**src/rtl/eda_compare_kxk.sv**
```systemverilog
// ---------------------------------------------------------------------------
// eda_compare_kxk
// Regional-extremum compare stage for a KxK window. It takes one window per
// handshake and finds the max (or min) over the centre and its connected,
// in-bounds neighbours. It flags whether the centre is a regional candidate
// and registers the neighbours that tie with the extremum. The tied neighbours
// that have not been visited yet are then pushed downstream one per handshake,
// in ascending bit order.
//
// Ports
//   clk, reset_n       clock, asynchronous active-low reset
//   flush              synchronous abort; takes priority over everything else
//   win_valid/ready    window handshake
//   window_values      WINDOW_WIDTH pixels in raster order; centre is the middle pixel
//   neigh_addr_valid   neighbour lies inside the image
//   iterated_idx       neighbour has already been visited
//   res_valid          one-cycle strobe when a new result is registered
//   compare_out        the centre is a regional candidate
//   equal_positions    connected, valid neighbours that equal the extremum
//   push_valid/ready   push handshake toward the neighbour FIFO
//   push_idx           neighbour bit index being pushed
//   push_onehot        one-hot form of push_idx
//   busy               block is not idle
// Neighbour bit b maps to window index b when b < centre, else b+1.
// ---------------------------------------------------------------------------
module eda_compare_kxk #(
    parameter int unsigned PIXEL_WIDTH  = 8,
    parameter int unsigned WIN_K        = 3,
    parameter int unsigned WINDOW_WIDTH = WIN_K * WIN_K,
    parameter int unsigned NB           = WINDOW_WIDTH - 1,
    parameter int unsigned CONN         = 8,
    parameter int unsigned MODE_MIN     = 0,
    parameter int unsigned IDX_W        = $clog2(NB)
) (
    input  logic                                clk,
    input  logic                                reset_n,
    input  logic                                flush,
    input  logic                                win_valid,
    output logic                                win_ready,
    input  logic [PIXEL_WIDTH*WINDOW_WIDTH-1:0] window_values,
    input  logic [NB-1:0]                       neigh_addr_valid,
    input  logic [NB-1:0]                       iterated_idx,
    output logic                                res_valid,
    output logic                                compare_out,
    output logic [NB-1:0]                       equal_positions,
    output logic                                push_valid,
    input  logic                                push_ready,
    output logic [IDX_W-1:0]                    push_idx,
    output logic [NB-1:0]                       push_onehot,
    output logic                                busy
);

    localparam int unsigned C  = (WINDOW_WIDTH - 1) / 2;
    localparam int unsigned CR = (WIN_K - 1) / 2;

    if (WIN_K < 3 || (WIN_K % 2) == 0) begin : g_bad_k
        $error("eda_compare_kxk: WIN_K must be odd and >= 3");
    end

    typedef enum logic [1:0] {IDLE, CALC, DRAIN} state_t;

    state_t                                state;
    logic [PIXEL_WIDTH*WINDOW_WIDTH-1:0]   win_q;
    logic [NB-1:0]                         nav_q;
    logic [NB-1:0]                         iter_q;
    logic [NB-1:0]                         pending;

    logic [NB-1:0]                         conn_mask;
    logic [PIXEL_WIDTH-1:0]                nb_px [NB];
    logic [PIXEL_WIDTH-1:0]                centre_px;

    logic [NB-1:0]                         act_c;
    logic [PIXEL_WIDTH-1:0]                ext_c;
    logic [NB-1:0]                         eq_c;
    logic [NB-1:0]                         equal_c;
    logic                                  cmp_c;
    logic [NB-1:0]                         calc_pend_c;
    logic [NB-1:0]                         drain_rest_c;
    logic [IDX_W-1:0]                      first_c;
    logic [IDX_W-1:0]                      next_c;

    // Lowest set bit of a neighbour mask (0 when empty).
    function automatic logic [IDX_W-1:0] lowest_idx(input logic [NB-1:0] v);
        logic [IDX_W-1:0] r;
        r = '0;
        for (int i = int'(NB) - 1; i >= 0; i--) begin
            if (v[i]) r = IDX_W'(i);
        end
        return r;
    endfunction

    // Per-neighbour pixel slice and connectivity; all elaboration-time constants.
    for (genvar b = 0; b < NB; b++) begin : g_nb
        localparam int unsigned BU  = b;
        localparam int unsigned W   = (BU < C) ? BU : BU + 1;
        localparam int unsigned ROW = W / WIN_K;
        localparam int unsigned COL = W % WIN_K;
        assign nb_px[b]     = win_q[W*PIXEL_WIDTH +: PIXEL_WIDTH];
        assign conn_mask[b] = (CONN == 4) ? ((ROW == CR) || (COL == CR)) : 1'b1;
    end

    assign centre_px = win_q[C*PIXEL_WIDTH +: PIXEL_WIDTH];

    // Extremum over the centre and active neighbours, plus tie mask.
    always_comb begin
        act_c = nav_q & conn_mask;
        ext_c = centre_px;
        eq_c  = '0;
        for (int b = 0; b < int'(NB); b++) begin
            if (act_c[b]) begin
                if (MODE_MIN != 0) begin
                    if (nb_px[b] < ext_c) ext_c = nb_px[b];
                end else begin
                    if (nb_px[b] > ext_c) ext_c = nb_px[b];
                end
            end
        end
        for (int b = 0; b < int'(NB); b++) begin
            eq_c[b] = (nb_px[b] == ext_c);
        end
        equal_c      = eq_c & act_c;
        cmp_c        = (ext_c == centre_px);
        calc_pend_c  = equal_c & ~iter_q;
        drain_rest_c = pending & ~push_onehot;
        first_c      = lowest_idx(calc_pend_c);
        next_c       = lowest_idx(drain_rest_c);
    end

    // Control FSM with registered outputs.
    always_ff @(posedge clk or negedge reset_n) begin
        if (!reset_n) begin
            state           <= IDLE;
            pending         <= '0;
            win_q           <= '0;
            nav_q           <= '0;
            iter_q          <= '0;
            win_ready       <= 1'b1;
            res_valid       <= 1'b0;
            compare_out     <= 1'b0;
            equal_positions <= '0;
            push_valid      <= 1'b0;
            push_idx        <= '0;
            push_onehot     <= '0;
            busy            <= 1'b0;
        end else if (flush) begin
            state           <= IDLE;
            pending         <= '0;
            win_ready       <= 1'b1;
            res_valid       <= 1'b0;
            compare_out     <= 1'b0;
            equal_positions <= '0;
            push_valid      <= 1'b0;
            push_idx        <= '0;
            push_onehot     <= '0;
            busy            <= 1'b0;
        end else begin
            case (state)
                IDLE: begin
                    res_valid <= 1'b0;
                    if (win_valid && win_ready) begin
                        win_q     <= window_values;
                        nav_q     <= neigh_addr_valid;
                        iter_q    <= iterated_idx;
                        state     <= CALC;
                        win_ready <= 1'b0;
                        busy      <= 1'b1;
                    end
                end
                CALC: begin
                    res_valid       <= 1'b1;
                    compare_out     <= cmp_c;
                    equal_positions <= equal_c;
                    pending         <= calc_pend_c;
                    if (calc_pend_c != '0) begin
                        state       <= DRAIN;
                        push_valid  <= 1'b1;
                        push_idx    <= first_c;
                        push_onehot <= NB'(1) << first_c;
                    end else begin
                        state     <= IDLE;
                        win_ready <= 1'b1;
                        busy      <= 1'b0;
                    end
                end
                DRAIN: begin
                    res_valid <= 1'b0;
                    if (push_ready) begin
                        pending <= drain_rest_c;
                        if (drain_rest_c == '0) begin
                            state       <= IDLE;
                            push_valid  <= 1'b0;
                            push_idx    <= '0;
                            push_onehot <= '0;
                            win_ready   <= 1'b1;
                            busy        <= 1'b0;
                        end else begin
                            push_idx    <= next_c;
                            push_onehot <= NB'(1) << next_c;
                        end
                    end
                end
                default: state <= IDLE;
            endcase
        end
    end

endmodule

```
**config.mk**
```make
export PLATFORM = sky130hd
export DESIGN_NAME = eda_compare_kxk
export DESIGN_NICKNAME = d
export VERILOG_FILES = /design/src/rtl/eda_compare_kxk.sv
export SDC_FILE = /design/constraint.sdc
export NUM_CORES = 1
export LEC_CHECK = 0
export CAP_MARGIN = 20
export CELL_PAD_IN_SITES_DETAIL_PLACEMENT = 0
export CELL_PAD_IN_SITES_GLOBAL_PLACEMENT = 2
export CORE_AREA = 4 4 184 186
export CTS_BUF_LIST = sky130_fd_sc_hd__clkbuf_16
export CTS_CLUSTER_SIZE = 24
export DETAILED_ROUTE_END_ITERATION = 8
export DIE_AREA = 0 0 188 190
export PLACE_DENSITY_LB_ADDON = 0.15
export SYNTH_ARGS = -nofsm -noshare
export SYNTH_HDL_FRONTEND = slang
export SYNTH_SLANG_ARGS = --single-unit
```
**constraint.sdc**
```tcl
create_clock -name clk -period 23.6 [get_ports clk]
set_clock_uncertainty 0.2 [all_clocks]
set_input_delay 2.36 -clock clk [delete_from_list [all_inputs] [get_ports clk]]
set_output_delay 2.36 -clock clk [all_outputs]
set_load 0.005 [all_outputs]
```
; Word-level counts from Yosys, hierarchy flattened
; Cells that the tools add are included.
[totals]
regBits = 122
input_bits = 93
out_inout_bits = 24
elab_cells = 132
[op_classes]
magnitude_cmp = 8
n_eq_ne = 16
shift = 2
muxes = 72
n_bitwise = 6
reduce_logical = 15
[op_table]
columns = operator, count
row1 = 8-bit 2-to-1 mux, 24
row2 = 8-bit equality test, 9
row3 = 8-bit greater-than comparator, 8
row4 = 3-bit 2-to-1 mux, 20
row5 = 8-bit case mux with 2 select lines, 2
row6 = 8-bit bitwise AND, 3
row7 = 8-bit inverter, 2
row8 = 1-bit by 3-bit << shifter with 8-bit output (first input constant), 2
row9 = 1-bit 2-to-1 mux, 15
row10 = 3-bit != test (second input constant), 5
row11 = 2-bit 2-to-1 mux, 5
row12 = 3-bit AND reduction, 3
row13 = 8-bit zero test, 1
row14 = 8-bit nonzero test, 1
row15 = 1-bit case mux with 3 select lines, 2
row16 = 2-bit case mux with 3 select lines, 1
row17 = 3-bit case mux with 2 select lines, 1
row18 = 3-bit nonzero test, 2
row19 = 5-bit AND reduction, 1
row20 = 1-bit case mux with 2 select lines, 2
row21 = 4-bit AND reduction, 1
row22 = 4-bit nonzero test, 1
row23 = 2-bit by 1-bit equality test with 1-bit output (second input constant), 1
row24 = 2-bit equality test (second input constant), 1
row25 = other kinds (6), 6

; Depth between registers and ports, before layout
; Gate-level depths: netlist of run 1.
[depth]
word_depth = 39
mapped_depth = 108
mapped_depth_nobuf = 98

; Worst setup path after synthesis of run 1
; Ideal clock, no wire load.
[synth_path]
path_kind = reg-to-reg
start = register win_q[5]
end = register push_onehot[3]
setup_ns = 0.069
arrival_ns = 18.165
t_required_ns = 23.331
setup_slack_ns = 5.166
stages_incl_launch_ff = 95
path_buffers = 12
period_less_slack_ns = 18.434
path_cell_list = dfrtp_1 -> ha_1 -> a21oi_1 -> o21a_1 -> a31oi_2 -> nand2_1 -> clkbuf_1 -> mux2i_1 -> ha_1 -> a211oi_1 -> o21a_1 -> o21a_1 -> a211o_1 -> a21o_1 -> buf_6 -> clkbuf_1 -> nor2_1 -> a21oi_1 -> [... 59 more ...] -> nand2b_1 -> a21oi_1 -> o21ai_0 -> o211a_1 -> clkbuf_1 -> a21oi_1 -> nor3_1 -> or4_1 -> or4_1 -> a31oi_1 -> o21ai_0 -> a2111oi_2 -> nand4b_1 -> o2111a_1 -> a31o_1 -> buf_2 -> or4b_1 -> nand3_1
[synth_between]
elab_chain_cells = 39
[synth_rtl]
columns = item, line
row1 = start: declaration, 63  ; logic [PIXEL_WIDTH*WINDOW_WIDTH-1:0] win_q;
row2 = start signal: assignment, 161  ; win_q <= window_values;
row3 = 8-bit greater-than comparator, 114  ; if (nb_px[b] > ext_c) ext_c = nb_px[b];
row4 = 8-bit 2-to-1 mux, 114
row5 = 8-bit 2-to-1 mux, 110  ; if (act_c[b]) begin
row6 = 8-bit greater-than comparator, 114
row7 = 8-bit 2-to-1 mux, 114
row8 = 8-bit 2-to-1 mux, 110
row9 = 8-bit greater-than comparator, 114
row10 = 8-bit 2-to-1 mux, 114
row11 = [... 16 more ...], n/a
row12 = 8-bit equality test, 119  ; eq_c[b] = (nb_px[b] == ext_c);
row13 = 8-bit bitwise AND (*), 121  ; equal_c = eq_c & act_c;
row14 = 8-bit bitwise AND (*), 123  ; calc_pend_c = equal_c & ~iter_q;
row15 = 3-bit 2-to-1 mux (8 in series), 87  ; if (v[i]) r = IDX_W'(i);
row16 = 1-bit by 3-bit << shifter with 8-bit output, 178  ; push_onehot <= NB'(1) << first_c;
row17 = 8-bit 2-to-1 mux, 174  ; if (calc_pend_c != '0) begin
row18 = 8-bit case mux with 2 select lines, 157  ; case (state)
row19 = 8-bit 2-to-1 mux, 145  ; end else if (flush) begin
row20 = end signal: assignment, 178
row21 = end signal: assignment, 198  ; push_onehot <= NB'(1) << next_c;
row22 = end: declaration, 49  ; output logic [NB-1:0] push_onehot,
; Every way passes the cells marked *; elsewhere a longest branch is shown, timed or not. The select of a mux whose other input is x is not followed.
; A chain may end at the register's enable or synchronous reset.

; Final worst setup path of run 1
[layout_path]
start = register win_q[0]
end = register push_onehot[3]
; The elaborated chain is that of the path after synthesis.

==> out/metrics.yaml, run 1 <==
status:
  status: "complete, no violations"
min_path:
  hold_path.class: "register to register"
  hold_depth: 2
  hp-start: "push_idx[0]"
cells_and_area:
  antennaDiodeCount: 0
  nFillCells: 3325
  finalNetCount: 1564
  drive_gt1_frac: 0.1375
  area_growth_syn_to_layout_pct: 19.56
  final-instance-count-excl-fill: 1867
  fin_util: 0.4136
timing:
  setup_tns_ns: 0
  fin_ws_ns: 1.515
  slew-limit-headroom: 0.3809
  finalHoldViolations: 0
  period_share: 0.9358
  fmax_ghz: 0.04528
  final_max_slew_viol_count: 0
  timing.final.crit_period_ns: 22.09
  grt_setup_unrepaired: "no"
  setup-violations-final: 0
  worst_pin_slew_ns: 0.9287
setup_path:
  slowest_delay_ns: 0.57
  crit_fanout: 25
  slowest_stage: "or4_1"
  crit_family: "compound AO/OA/AOI/OAI gates"
  reg2reg_depth: 84
  cp_num_buf_inv: 6
  cp.arrival_ns: 22.27
  required_ns: 23.78
  critPathCaptureType: "register"
  criticalPathCategory: "register to register"
  cpMostUsedCell: "ha_1"
  r2r_start: "win_q[0]"
  crit_start: "win_q[0]"
  start_kind: "register"
  critical_path_cell_count: 84
grt:
  grt_max_degree: 72
  busiest_layer: "met2"
  globalRouteMet1Util: 0.3604
  antenna_found_initial: 0
  grt_pass1_wl_um: 73550
  grtUsageMet2: 0.4400
  grtUsageMet3: 0.05174
  gr-total-overflow: 0
  grt_pass1_vias: 11207
  grt_use_total: 0.2726
logic_synthesis:
  synth_area_per_cell_sq_um: 8.385
  yosys.area.top_type: "dfrtp_1"
  synth_area_sq_um: 11170
  synth_top_area_frac: 0.2711
  synth-compound-area-share: 0.2646
  synthSimpleGateAreaFrac: 0.1742
  synth_top_family_by_area: "compound AO/OA/AOI/OAI gates"
  ys_warn_count: 0
  ys_seq_elements: 122
  synthFlopType: "dfrtp_1"
  synth.area.top_cells: "dfrtp_1 27%, mux2_2 9.8%, ha_1 6.5%"
  synthArstFlopShare: 1.000
  ys_seq_area_frac: 0.2734
  synth_commonest_cells: "121 x dfrtp_1, 110 x nor2_1, 105 x nand2_1"
  yosys.area_share.adder: 0.06497
  syn_nets: 1483
  synth_cell_type_count: 100
  synth_edf_count: 0
  muxShareOfSynthArea: 0.1201
  syn_inst: 1332
  yosysMostFrequentCell: "dfrtp_1"
  synthXorXnorAreaFrac: 0.04234
drt:
  drc: 0
  wl_per_cell_um: 26.70
  first_pass_iters: 6
  drtIter0Drc: 1053
  ant_nets: 0
  finalWirelength_um: 49860
  viasPerCell: 6.124
  num_vias: 11434
cts:
  clockBufferDepth: 2
  insertion_delay_ns: 0.46
  clock_sinks: 122
  htree_levels: 4
  cts_tree: "built"
  cts_hold_buf: 0
  clkSlewWorstSetupHoldPaths_ns: 0.06
  numCtsBuffers: 17
  cts_setup_buffers: 0
  cts_root_buf: "clkbuf_16"
floorplanning:
  std_cell_rows: 66
  fp.coreArea_sq_um: 32290
  die_w_um: 188
  start_util: 0.3459
  dieArea_sq_um: 35720
  ios: 117
  die_y_um: 190
placed_design:
  io_buffers: 116
  hpwlAfterDp_um: 37630
  post-place-ws_ns: 0.7933
  gp_congestion: 1.019
  place_inst: 1836
job:
  maxCapViolCount: 0
-- sequential cells by signal, summed over array words and instances (netlist names) --
signal and count:
compare_out 1, res_valid 1, equal_positions 8, win_ready 1, busy 1, push_idx 3
win_q 72, iter_q 8, push_onehot 8, state 2, act_c 8, pending 8
push_valid 1
-- through the flow --
step                      hold slack, ns  instance area [sq um]
after floorplan                   0.2506                  11170
after global placement            0.2656                  12740
after detailed placement          0.2697                  12740
after CTS                         0.2822                  13330
after global routing              0.2996                  13350
final                             0.2747                  13350
-- logic make-up (layout without fill, tap and decap cells) --
| family | Yosys count | count (layout) |
|---|---|---|
| fa+ha+maj | 58 | 58 |
| mux | 121 | 121 |
| xor+xnor | 54 | 54 |
| compound gates | 413 | 413 |
| simple gates | 398 | 398 |
| buf+inv | 166 | 259 |
| flops | 122 | 122 |
-- timing repair --
item	in CTS	in global routing
resized for setup	0	8
hold endpoints to repair	0	0
endpoints found under the setup margin	0	18
-- per-layer routing --
metal	routed length (um)	up-vias	part of all wire
met3	3961	124	0.079
met5	0	-	0
li1	-	5150	-
met2	22700	602	0.46
met1	21110	5558	0.42
met4	2082	0	0.042
-- worst paths after layout --
path	slack, ns	to
worst max-delay path	1.51	push_onehot[3]
worst min-delay path	0.27	push_idx[0]
min in group asynchronous	1.66	win_q[64]
max in group asynchronous	20.21	win_q[8]
worst min register to register	0.27	push_idx[0]
worst max register to register	1.51	push_onehot[3]
-- cells in the final DEF (no fill, tap or decap), types with 7 or more instances in the layout --
cell             synthesis  layout
dfrtp_1                121     121
clkdlybuf4s50_1          0     115
nor2_1                 110     109
nand2_1                105     105
mux2_2                  97      97
inv_1                   83      87
a21oi_1                 85      85
o21ai_0                 73      73
ha_1                    58      58
xnor2_1                 36      36
nor3_1                  32      32
nand3_1                 27      26
buf_4                    4      25
a21o_1                  24      23
o22ai_1                 21      21
mux2i_1                 21      20
a211oi_1                20      20
nand4_1                 18      18
xor2_1                  18      18
clkbuf_16                0      17
nor4_1                  16      16
o211ai_1                15      15
nor2b_1                 14      14
nand2b_1                13      13
o221ai_1                12      12
o21a_1                  11      11
a31oi_1                 10      10
o2111ai_1                9       9
or2_2                    8       8
a22oi_1                  8       8
and3_1                   8       8
o31ai_1                  8       8
and2_1                   7       7
a221o_1                  7       7
a311oi_1                 7       7
o32ai_1                  7       7
-- tightest hold or removal path, cell delays in order (launching register included) --
cell     delay (ns)
dfrtp_1        0.34
nand2_1        0.05
o31ai_1        0.05
-- final cells by class --
class                      count  area [sq um]  share of cell area
inverter                      87         326.6             0.02445
clock buffer                  17         425.4             0.03186
timing repair buffer         141          1350              0.1011
clock inverter                14         165.2             0.01237
sequential                   122          3054              0.2287
tap                          442         553.0             0.04141
multi-input combinational   1044          7480              0.5601
Power of run 1 is left out: the tool's default activity adds up to more than one toggle a clock period on the data nets, which glitch-free logic cannot reach.
==> run 2, diff against run 1 <==
Settings changed: SLEW_MARGIN from default to 0.
==> results of run 2 <==
The final DEF is identical to that of run 1; final timing and power are the same.
Power of run 2 is left out for the same reason.
==> run 3, diff against run 2 <==
Settings changed: GPL_ROUTABILITY_DRIVEN from default to 0.
==> run 3 against run 2 <==
Global-route usage decreased by 0.57 points. Flip-flop and latch count unchanged. Critical path type unchanged. Fmax about the same. Final area about the same. Critical path depth increased by 2. Critical endpoint unchanged. Highest routed layer unchanged. Clock-buffer cell count unchanged.
==> out/metrics.yaml, run 3 (synthesis gave the netlist of run 1 again) <==
status:
  status: "complete, no violations"
setup_path:
  critical_path_cell_count: 86  # +2.4%
  slowest_stage: "a22oi_1"
  cp_num_buf_inv: 6  # unchanged
  critPathCaptureType: "register"
  reg2reg_depth: 86  # +2.4%
  criticalPathCategory: "register to register"
  crit_family: "compound AO/OA/AOI/OAI gates"
  required_ns: 23.79  # about the same
  start_kind: "register"
  slowest_delay_ns: 0.60  # +0.03 ns
  crit_fanout: 27  # +8.0%
  cp.arrival_ns: 22.28  # about the same
cts:
  cts_tree: "built"
  clock_sinks: 122  # unchanged
  clockBufferDepth: 2  # unchanged
  insertion_delay_ns: 0.45  # about the same
  numCtsBuffers: 17  # unchanged
  htree_levels: 4  # unchanged
  cts.repair.resized: 0  # unchanged
  clkSlewWorstSetupHoldPaths_ns: 0.06  # about the same
  cts_root_buf: "clkbuf_16"
  cts_setup_buffers: 0  # unchanged
  cts_hold_buf: 0  # unchanged
cells_and_area:
  mostFrequentLayoutCell: "dfrtp_1"
  antennaDiodeCount: 0  # unchanged
  drive_gt1_frac: 0.1393  # +0.001795
  nFillCells: 3304  # -0.63%
  final-instance-count-excl-fill: 1863  # -0.21%
  largest_register_ff_count: 72  # unchanged
  mostFrequentLayoutCells: "121 x dfrtp_1, 115 x clkdlybuf4s50_1, 109 x nor2_1"
  fin_util: 0.4137  # about the same
  area_growth_syn_to_layout_pct: 19.58  # about the same
  finalNetCount: 1559  # -0.32%
  largest_register: "win_q"
grt:
  grt_use_total: 0.2668  # -0.005741
  grt_pass1_wl_um: 72400  # -1.6%
  antenna_found_initial: 1  # +1
  gr-total-overflow: 0  # unchanged
  grt_pass1_vias: 11314  # +0.95%
  grt_max_degree: 69  # -4.2%
drt:
  ant_nets: 0  # unchanged
  finalWirelength_um: 48220  # -3.3%
  num_vias: 11412  # -0.19%
  first_pass_iters: 6  # unchanged
  drtIter0Drc: 1193  # +13%
  wl_per_cell_um: 25.88  # -3.1%
  viasPerCell: 6.126  # about the same
  drc: 0  # unchanged
floorplanning:
  die_w_um: 188  # unchanged
  dieArea_sq_um: 35720  # unchanged
  fp.coreArea_sq_um: 32290  # unchanged
  std_cell_rows: 66  # unchanged
  die_y_um: 190  # unchanged
  ios: 117  # unchanged
  start_util: 0.3459  # unchanged
timing:
  whs_ns: 0.2763  # +0.001648 ns
  slew-limit-headroom: 0.3946  # +0.01378
  setup_tns_ns: 0  # unchanged
  fmax_ghz: 0.04527  # about the same
  grt_setup_unrepaired: "no"
  timing.final.crit_period_ns: 22.09  # +0.002850 ns
  finalHoldViolations: 0  # unchanged
  worst_pin_slew_ns: 0.9080  # -0.02067 ns
  final_max_slew_viol_count: 0  # unchanged
  period_share: 0.9359  # about the same
  setup-violations-final: 0  # unchanged
min_path:
  hold_path.class: "register to register"
  hold_depth: 1  # -1
placed_design:
  place_inst: 1831  # -0.27%
  io_buffers: 116  # unchanged
  hpwlAfterDp_um: 36450  # -3.1%
job:
  maxCapViolCount: 0  # unchanged
==> run 3: cell count changes in the layout (fill, tap and decap cells not counted), sizes merged <==
cell | before | now
inv | 89 | 88
buf | 26 | 21
clkinvlp | 0 | 2
==> run 3: layout make-up <==
type                    instances  area, sq um  share of cell area
clock buffers                  17        425.4             0.03185
clock inverters                15        198.9             0.01489
inverters                      87        326.6             0.02445
multi-input cells            1044         7486              0.5605
flip-flops and latches        122         3054              0.2287
well taps                     442        553.0             0.04140
repair buffers                136         1313             0.09827
==> run 3: routing by layer <==
metal	wire, um	vias to the layer above	track usage
met5	0	-	0
met4	2353	0	0.1214
met3	3689	156	0.05963
met2	21400	570	0.4165
met1	20780	5551	0.3536
li1	-	5135	-
==> run 3: final timing paths <==
path	start	endpoint	slack [ns]
max	win_q[0]	push_onehot[3]	1.51
min	pending[1]	pending[1]	0.28
max reg2reg	win_q[0]	push_onehot[3]	1.51
min reg2reg	pending[1]	pending[1]	0.28
max in group asynchronous	reset_n	win_q[35]	20.22
min in group asynchronous	reset_n	win_q[64]	1.67
==> run 3: through the flow <==
stage | instance area (sq um) | setup WS, ns
finish | 13360 | 1.512
floorplan | 11170 | 5.166
detailed placement | 12700 | 0.7149
CTS | 13320 | 0.5194
global placement | 12700 | 0.8801
global route | 13360 | 0.07680
Power of run 3 is left out for the same reason.
